`src/rtl/lsu_apb_master.sv`:
```
// Purpose: CPU load/store front end that turns one memory request into one APB transfer with lane steering.
// Latency: req_ready 3 cycles after acceptance with zero wait states; 1 cycle for illegal or misaligned requests.
// Backpressure: CPU stalls until the req_ready pulse; PREADY wait states stretch ACCESS up to TIMEOUT cycles, then abort.
module lsu_apb_master #(
    parameter int TIMEOUT = 255
) (
    input  logic        clk,
    input  logic        reset,
    input  logic        req_valid,
    input  logic        req_we,
    input  logic [31:0] req_addr,
    input  logic [31:0] req_wdata,
    input  logic [1:0]  storeType,
    input  logic [2:0]  loadType,
    output logic        req_ready,
    output logic [31:0] rdata,
    output logic        err,
    output logic [31:0] PADDR,
    output logic        PSEL,
    output logic        PENABLE,
    output logic        PWRITE,
    output logic [31:0] PWDATA,
    output logic [3:0]  PSTRB,
    input  logic [31:0] PRDATA,
    input  logic        PREADY,
    input  logic        PSLVERR
);

    // Counter must reach TIMEOUT-1; TIMEOUT is expected to be at least 1.
    localparam int CW = $clog2(TIMEOUT + 1);

    typedef enum logic [1:0] {IDLE, SETUP, ACCESS, DONE} state_t;

    state_t        state;
    state_t        state_nxt;
    logic [CW-1:0] wait_cnt;
    logic [1:0]    addr_lo;
    logic [2:0]    ld_type;

    logic          type_ok;
    logic          align_ok;
    logic          reject;
    logic          timeout_hit;
    logic [1:0]    size;
    logic [3:0]    st_strb;
    logic [31:0]   st_data;
    logic [7:0]    ld_byte;
    logic [15:0]   ld_half;
    logic [31:0]   ld_data;

    // Decode the incoming request: access size, type legality, alignment and store lane steering.
    always_comb begin
        size     = 2'd0;
        type_ok  = 1'b0;
        align_ok = 1'b1;
        st_strb  = 4'b0000;
        st_data  = 32'h0;
        if (req_we) begin
            size    = storeType;
            type_ok = (storeType != 2'b11);
            case (storeType)
                2'b00: begin
                    st_strb = 4'b0001 << req_addr[1:0];
                    st_data = {4{req_wdata[7:0]}};
                end
                2'b01: begin
                    st_strb = req_addr[1] ? 4'b1100 : 4'b0011;
                    st_data = {2{req_wdata[15:0]}};
                end
                default: begin
                    st_strb = 4'b1111;
                    st_data = req_wdata;
                end
            endcase
        end else begin
            size    = loadType[1:0];
            type_ok = (loadType inside {3'b000, 3'b001, 3'b010, 3'b100, 3'b101});
        end
        case (size)
            2'd1:    align_ok = ~req_addr[0];
            2'd2:    align_ok = (req_addr[1:0] == 2'b00);
            default: align_ok = 1'b1;
        endcase
    end

    assign reject      = ~type_ok | ~align_ok;
    assign timeout_hit = (wait_cnt == CW'(TIMEOUT - 1));

    // Pick the addressed lane out of PRDATA and extend it according to the latched load type.
    always_comb begin
        ld_byte = PRDATA[{addr_lo, 3'b000} +: 8];
        ld_half = addr_lo[1] ? PRDATA[31:16] : PRDATA[15:0];
        case (ld_type)
            3'b000:  ld_data = {{24{ld_byte[7]}}, ld_byte};
            3'b001:  ld_data = {{16{ld_half[15]}}, ld_half};
            3'b100:  ld_data = {24'h0, ld_byte};
            3'b101:  ld_data = {16'h0, ld_half};
            default: ld_data = PRDATA;
        endcase
    end

    // Next-state sequencing; rejected requests skip straight to DONE without touching the bus.
    always_comb begin
        state_nxt = state;
        case (state)
            IDLE:    if (req_valid) state_nxt = reject ? DONE : SETUP;
            SETUP:   state_nxt = ACCESS;
            ACCESS:  if (PREADY || timeout_hit) state_nxt = DONE;
            DONE:    state_nxt = IDLE;
            default: state_nxt = IDLE;
        endcase
    end

    // State register.
    always_ff @(posedge clk) begin
        if (!reset) state <= IDLE;
        else        state <= state_nxt;
    end

    // Registered APB and CPU-side outputs, request latches and the wait-state counter.
    always_ff @(posedge clk) begin
        if (!reset) begin
            req_ready <= 1'b0;
            err       <= 1'b0;
            rdata     <= 32'h0;
            PADDR     <= 32'h0;
            PSEL      <= 1'b0;
            PENABLE   <= 1'b0;
            PWRITE    <= 1'b0;
            PWDATA    <= 32'h0;
            PSTRB     <= 4'b0000;
            wait_cnt  <= '0;
            addr_lo   <= 2'b00;
            ld_type   <= 3'b000;
        end else begin
            // Completion flags are single-cycle pulses.
            req_ready <= 1'b0;
            err       <= 1'b0;
            case (state)
                IDLE: begin
                    if (req_valid) begin
                        if (reject) begin
                            req_ready <= 1'b1;
                            err       <= 1'b1;
                        end else begin
                            PSEL     <= 1'b1;
                            PADDR    <= {req_addr[31:2], 2'b00};
                            PWRITE   <= req_we;
                            PWDATA   <= st_data;
                            PSTRB    <= st_strb;
                            addr_lo  <= req_addr[1:0];
                            ld_type  <= loadType;
                            wait_cnt <= '0;
                        end
                    end
                end
                SETUP: PENABLE <= 1'b1;
                ACCESS: begin
                    if (PREADY) begin
                        PSEL      <= 1'b0;
                        PENABLE   <= 1'b0;
                        req_ready <= 1'b1;
                        err       <= PSLVERR;
                        // Stores leave rdata alone; a failed load returns zero.
                        if (!PWRITE) rdata <= PSLVERR ? 32'h0 : ld_data;
                    end else if (timeout_hit) begin
                        PSEL      <= 1'b0;
                        PENABLE   <= 1'b0;
                        req_ready <= 1'b1;
                        err       <= 1'b1;
                        rdata     <= 32'h0;
                    end else begin
                        wait_cnt <= wait_cnt + CW'(1);
                    end
                end
                default: ;
            endcase
        end
    end

endmodule

```
`config.mk`:
```
export PLATFORM = sky130hd
export DESIGN_NAME = lsu_apb_master
export DESIGN_NICKNAME = d
export VERILOG_FILES = /design/src/rtl/lsu_apb_master.sv
export SDC_FILE = /design/constraint.sdc
export NUM_CORES = 1
export LEC_CHECK = 0
export ABC_AREA = 1
export CAP_MARGIN = 20
export CORE_UTILIZATION = 48
export DETAILED_ROUTE_END_ITERATION = 6
export HOLD_SLACK_MARGIN = 0.1
export PLACE_DENSITY = 0.95
export SLEW_MARGIN = 10
export SYNTH_ARGS = -nofsm -noshare
export SYNTH_HDL_FRONTEND = slang
export SYNTH_SLANG_ARGS = --single-unit
export TNS_END_PERCENT = 10
```
`constraint.sdc`:
```
create_clock -name clk -period 5.4 [get_ports clk]
set_input_delay 0.81 -clock clk [delete_from_list [all_inputs] [get_ports clk]]
set_output_delay 0.81 -clock clk [all_outputs]
set_load 0.01 [all_outputs]
```
==> reports/results.env <==
UNREPAIRED_SETUP_ENDPOINTS_AFTER_GLOBAL_ROUTING='false'
TIMING.CRITICAL_PATH.ARRIVAL_NS=3.67
SYNTH_TOP_AREA_SHARE_PCT=41.8
STATUS='finished, final reports clean'
POST-ROUTE-WORST-SETUP-SLACK_NS=2.06
TOP_CELLS_BY_COUNT_SYNTH='nand2_1, nor2_1, dfxtp_1'
DRT-PASS1-ITER-COUNT=5
NUMBER_OF_CTS_INSERTED_BUFFERS=17
FINALWIRELENGTH_UM=17800
N_ANTENNA_CELL=0
SYNTH_ENABLE_FLOP_CELLS=0
NETLIST_INSTANCES=849
CP-END-KIND='flip-flop'
SETUP_TNS_NS=0
WORSTHOLDPATHTYPE='flip-flop to flip-flop'
COREAREA_SQ_UM=11500
NUMCLOCKSINKS=118
POST_CTS_RESIZE_COUNT=0
PORT_BUFFERS=209
REG2REG_SLACK_NS=3.08
SYN2LAYOUT_AREA_GROWTH_PCT=47.1
DRTITER0DRC=621
CRIT_PATH_START_KIND='input port'
CRITICAL_PATH.REG2REG.ENDPOINT='rdata[5]'
DETAILEDPLACEMENTHPWL_UM=12100
ROUTED_MET2_LENGTH_UM=8550
CRIT_FANOUT=77
POST-ROUTE-PERIOD-UTIL_PCT=61.8
POWER.DENSITY_nW_PER_UM2=371
MAX-CAP-VIOLATIONS=0
PLACE.GP.CONGESTION=0.923
POST_DRT_VIA_CELL_RATIO=5.38
POSTCTSSETUPBUFFERS=0
CTS-HTREE-LEVELS=4
VIAS=6391
CLOCK_TREE_FROM_TRITONCTS='built'
YOSYSMOSTFREQUENTCELL='nand2_1'
FIN_CRIT_NS=3.34
ENDPOINT='PWDATA[5]'
FMAX_MHz=299
STD_CELL_ROWS=39
CLOCK_SKEW_NS=0.00879
OVERALL_TRACK_DEMAND_OVER_CAPACITY_IN_GLOBAL_ROUTING_PCT=29.6
LARGEST_NET_DEGREE_AT_THE_START_OF_GLOBAL_ROUTING=78
CTS-HOLD-FIX-BUFFERS=0
WIRE_PER_INST_UM=15.0
SYNTH_FF_TYPE='dfxtp_1'
WL_MET3_UM=1890
MAX-VDD-IR-DROP_mV=0.268
SEQ_AREA_FRAC_SYNTH_PCT=41.8
SETUP.WORST_PATH.CLASS='input port to flip-flop'
TOTALPOWERFINAL_mW=3.08
FINAL-MAX-SLEW-VIOLATION-COUNT=0
SYNTH.AREA.TOP_CELLS='dfxtp_1, nand2_1, a21oi_1'
TOP_LAYER_USED='met4'
FIRST_GLOBAL_VIAS=6032
SYNTHESIS.YOSYS.WARNINGS=0
GLOBAL_ROUTE.OVERFLOW_TOTAL=0
NETS=1147
DIE_H_UM=111
YOSYS_REGISTER_BITS=118
CRITICAL_PATH_REQUIRED_NS=5.74
ASYNC_RESET_FF_SHARE_PCT=0
FILL_CELLS=886
PRE_CTS_SLACK_NS=1.53
SYNTH_AREA_PER_CELL_SQ_UM=6.66
FRACTION_OF_FINAL_LAYOUT_CELLS_WITH_DRIVE_STRENGTH_GREATER_THAN_1_PCT=4.59
DRTANTENNAVIOLNETS=0
WORST-SLEW-PIN-TRANSITION_NS=0.837
HOLD_VIOL_FINAL=0
WORST_SETUP_HOLD_PATH_CLK_SLEW_NS=0.05
YS_TYPES=32
DIE_AREA_SQ_UM=12200
HORIZ_DIE_DIM_UM=111
NORMALIZED_MAX_SLEW_MARGIN_PCT=44.2
CLOCK_INSERTION_DELAY_WORST_SKEW_NS=0.42
R2R_CELLS=7
DRC=0
FF_TO_FF_START='ld_type[1]'
ANTENNA_FOUND_INITIAL=0
MAX-CLOCK-PATH-BUFFERS=2
SETUP_VIOL_COUNT_FINAL=0
SYNTH.CELL_AREA_SQ_UM=5650
IO_PINS=212
STARTPOINT='storeType[1]'
CLOCKROOTBUFFER='clkbuf_16'
CELLLEAKAGEPOWER_nW=3.36
YOSYS.AREA.TOP_TYPE='dfxtp_1'
GRT_FIRST_PASS_WIRELENGTH_UM=29200
WIRELENGTH_MET1_UM=6930
STARTING_DENSITY_OF_THE_CORE_PCT=49.3
cell families (layout without fill, tap and decap cells):
logic type,Yosys count,count (layout),share of synthesized area [%]
adder cells (fa/ha/maj),7,7,1.55
AND/OR/NAND/NOR,421,421,30.6
flip-flops,118,118,41.8
other,1,2,0.0663
buffers and inverters,119,315,9.27
XOR/XNOR,2,2,0.310
AO/OA/AOI/OAI,181,181,16.5
per-layer routing:
layer  vias up  track usage [%]
met2       385             47.3
li1       3110                -
met4         0             13.2
met3        42             9.82
met1      2854             36.1
met5         -                0
registers in the layout, indices dropped and copies added (netlist names):
name       flops
addr_lo        2
req_ready      1
PWRITE         1
PENABLE        1
state          2
PWDATA        32
PSEL           1
wait_cnt       8
err            1
PSTRB          4
rdata         32
PADDR         30
ld_type        3
layout by cell type, fill, tap and decap left out, types with 2 or more instances in the layout:
cell type        netlist  routed
inv_1                 63      63
clkbuf_1              25       3
nand3_1               71      71
nor3_1                 3       3
nand2_1              193     193
o22ai_1                8       8
clkinvlp_4             0       2
clkbuf_8               0       3
clkdlybuf4s50_1        0     209
ha_1                   7       7
o21ai_0               60      60
clkbuf_16              0      17
a21oi_1              107     107
nand4_1                6       6
or2_2                  4       4
clkinv_2               0       5
buf_12                 0       2
inv_2                  4       4
conb_1                 1       2
bufinv_16              0       2
o211ai_1               2       2
and2_1                 2       2
dfxtp_1              118     118
buf_4                  9       3
nor2_1               138     138
where the power goes:
part / switching (mW) / internal [mW] / total [mW]
Sequential: 0.0801 / 0.985 / 1.07
Clock: 0.387 / 0.710 / 1.10
Combinational: 0.523 / 0.398 / 0.921
Total: 0.991 / 2.09 / 3.08
per-stage QoR:
| stage | hold WS (ns) | cell area [sq um] | util, % | instances |
|---|---|---|---|---|
| CTS | 0.464 | 8280 | 72.2 | 1187 |
| global placement | 0.450 | 7680 | 67.0 | 1154 |
| detailed placement | 0.455 | 7700 | 67.1 | 1155 |
| finish | 0.463 | 8320 | 72.5 | 1189 |
| global route | 0.485 | 8320 | 72.5 | 1189 |
| floorplan | 0.472 | 5660 | - | 850 |
worst max-delay path, cell delays in order:
cell             delay (ns)
clkdlybuf4s50_1        0.63
inv_1                  0.73
nor2_1                 0.13
a21oi_1                0.15
nand2_1                0.15
nor2_4                 0.12
buf_4                  0.57
nand3_1                0.17
a21oi_1                0.20
worst min path at each step:
stage,start,cells after the start,end
2_1_floorplan,wait_cnt[7],2,wait_cnt[7]
3_3_place_gp,PWDATA[18],2,PWDATA[18]
3_5_place_dp,rdata[20],2,rdata[20]
4_1_cts,rdata[20],2,rdata[20]
5_1_grt,PWDATA[19],2,PWDATA[19]
6_report,rdata[20],2,rdata[20]
final cells by class:
cell class	instances	area (sq um)	share of cell area [%]
multi-input combinational	613	2770	33.3
tap	143	179	2.15
inverter	68	255	3.07
timing repair buffer	215	2170	26.1
sequential	118	2360	28.4
clock inverter	9	100	1.20
clock buffer	23	478	5.75
Note: power is estimated with default switching activity, not from simulation.
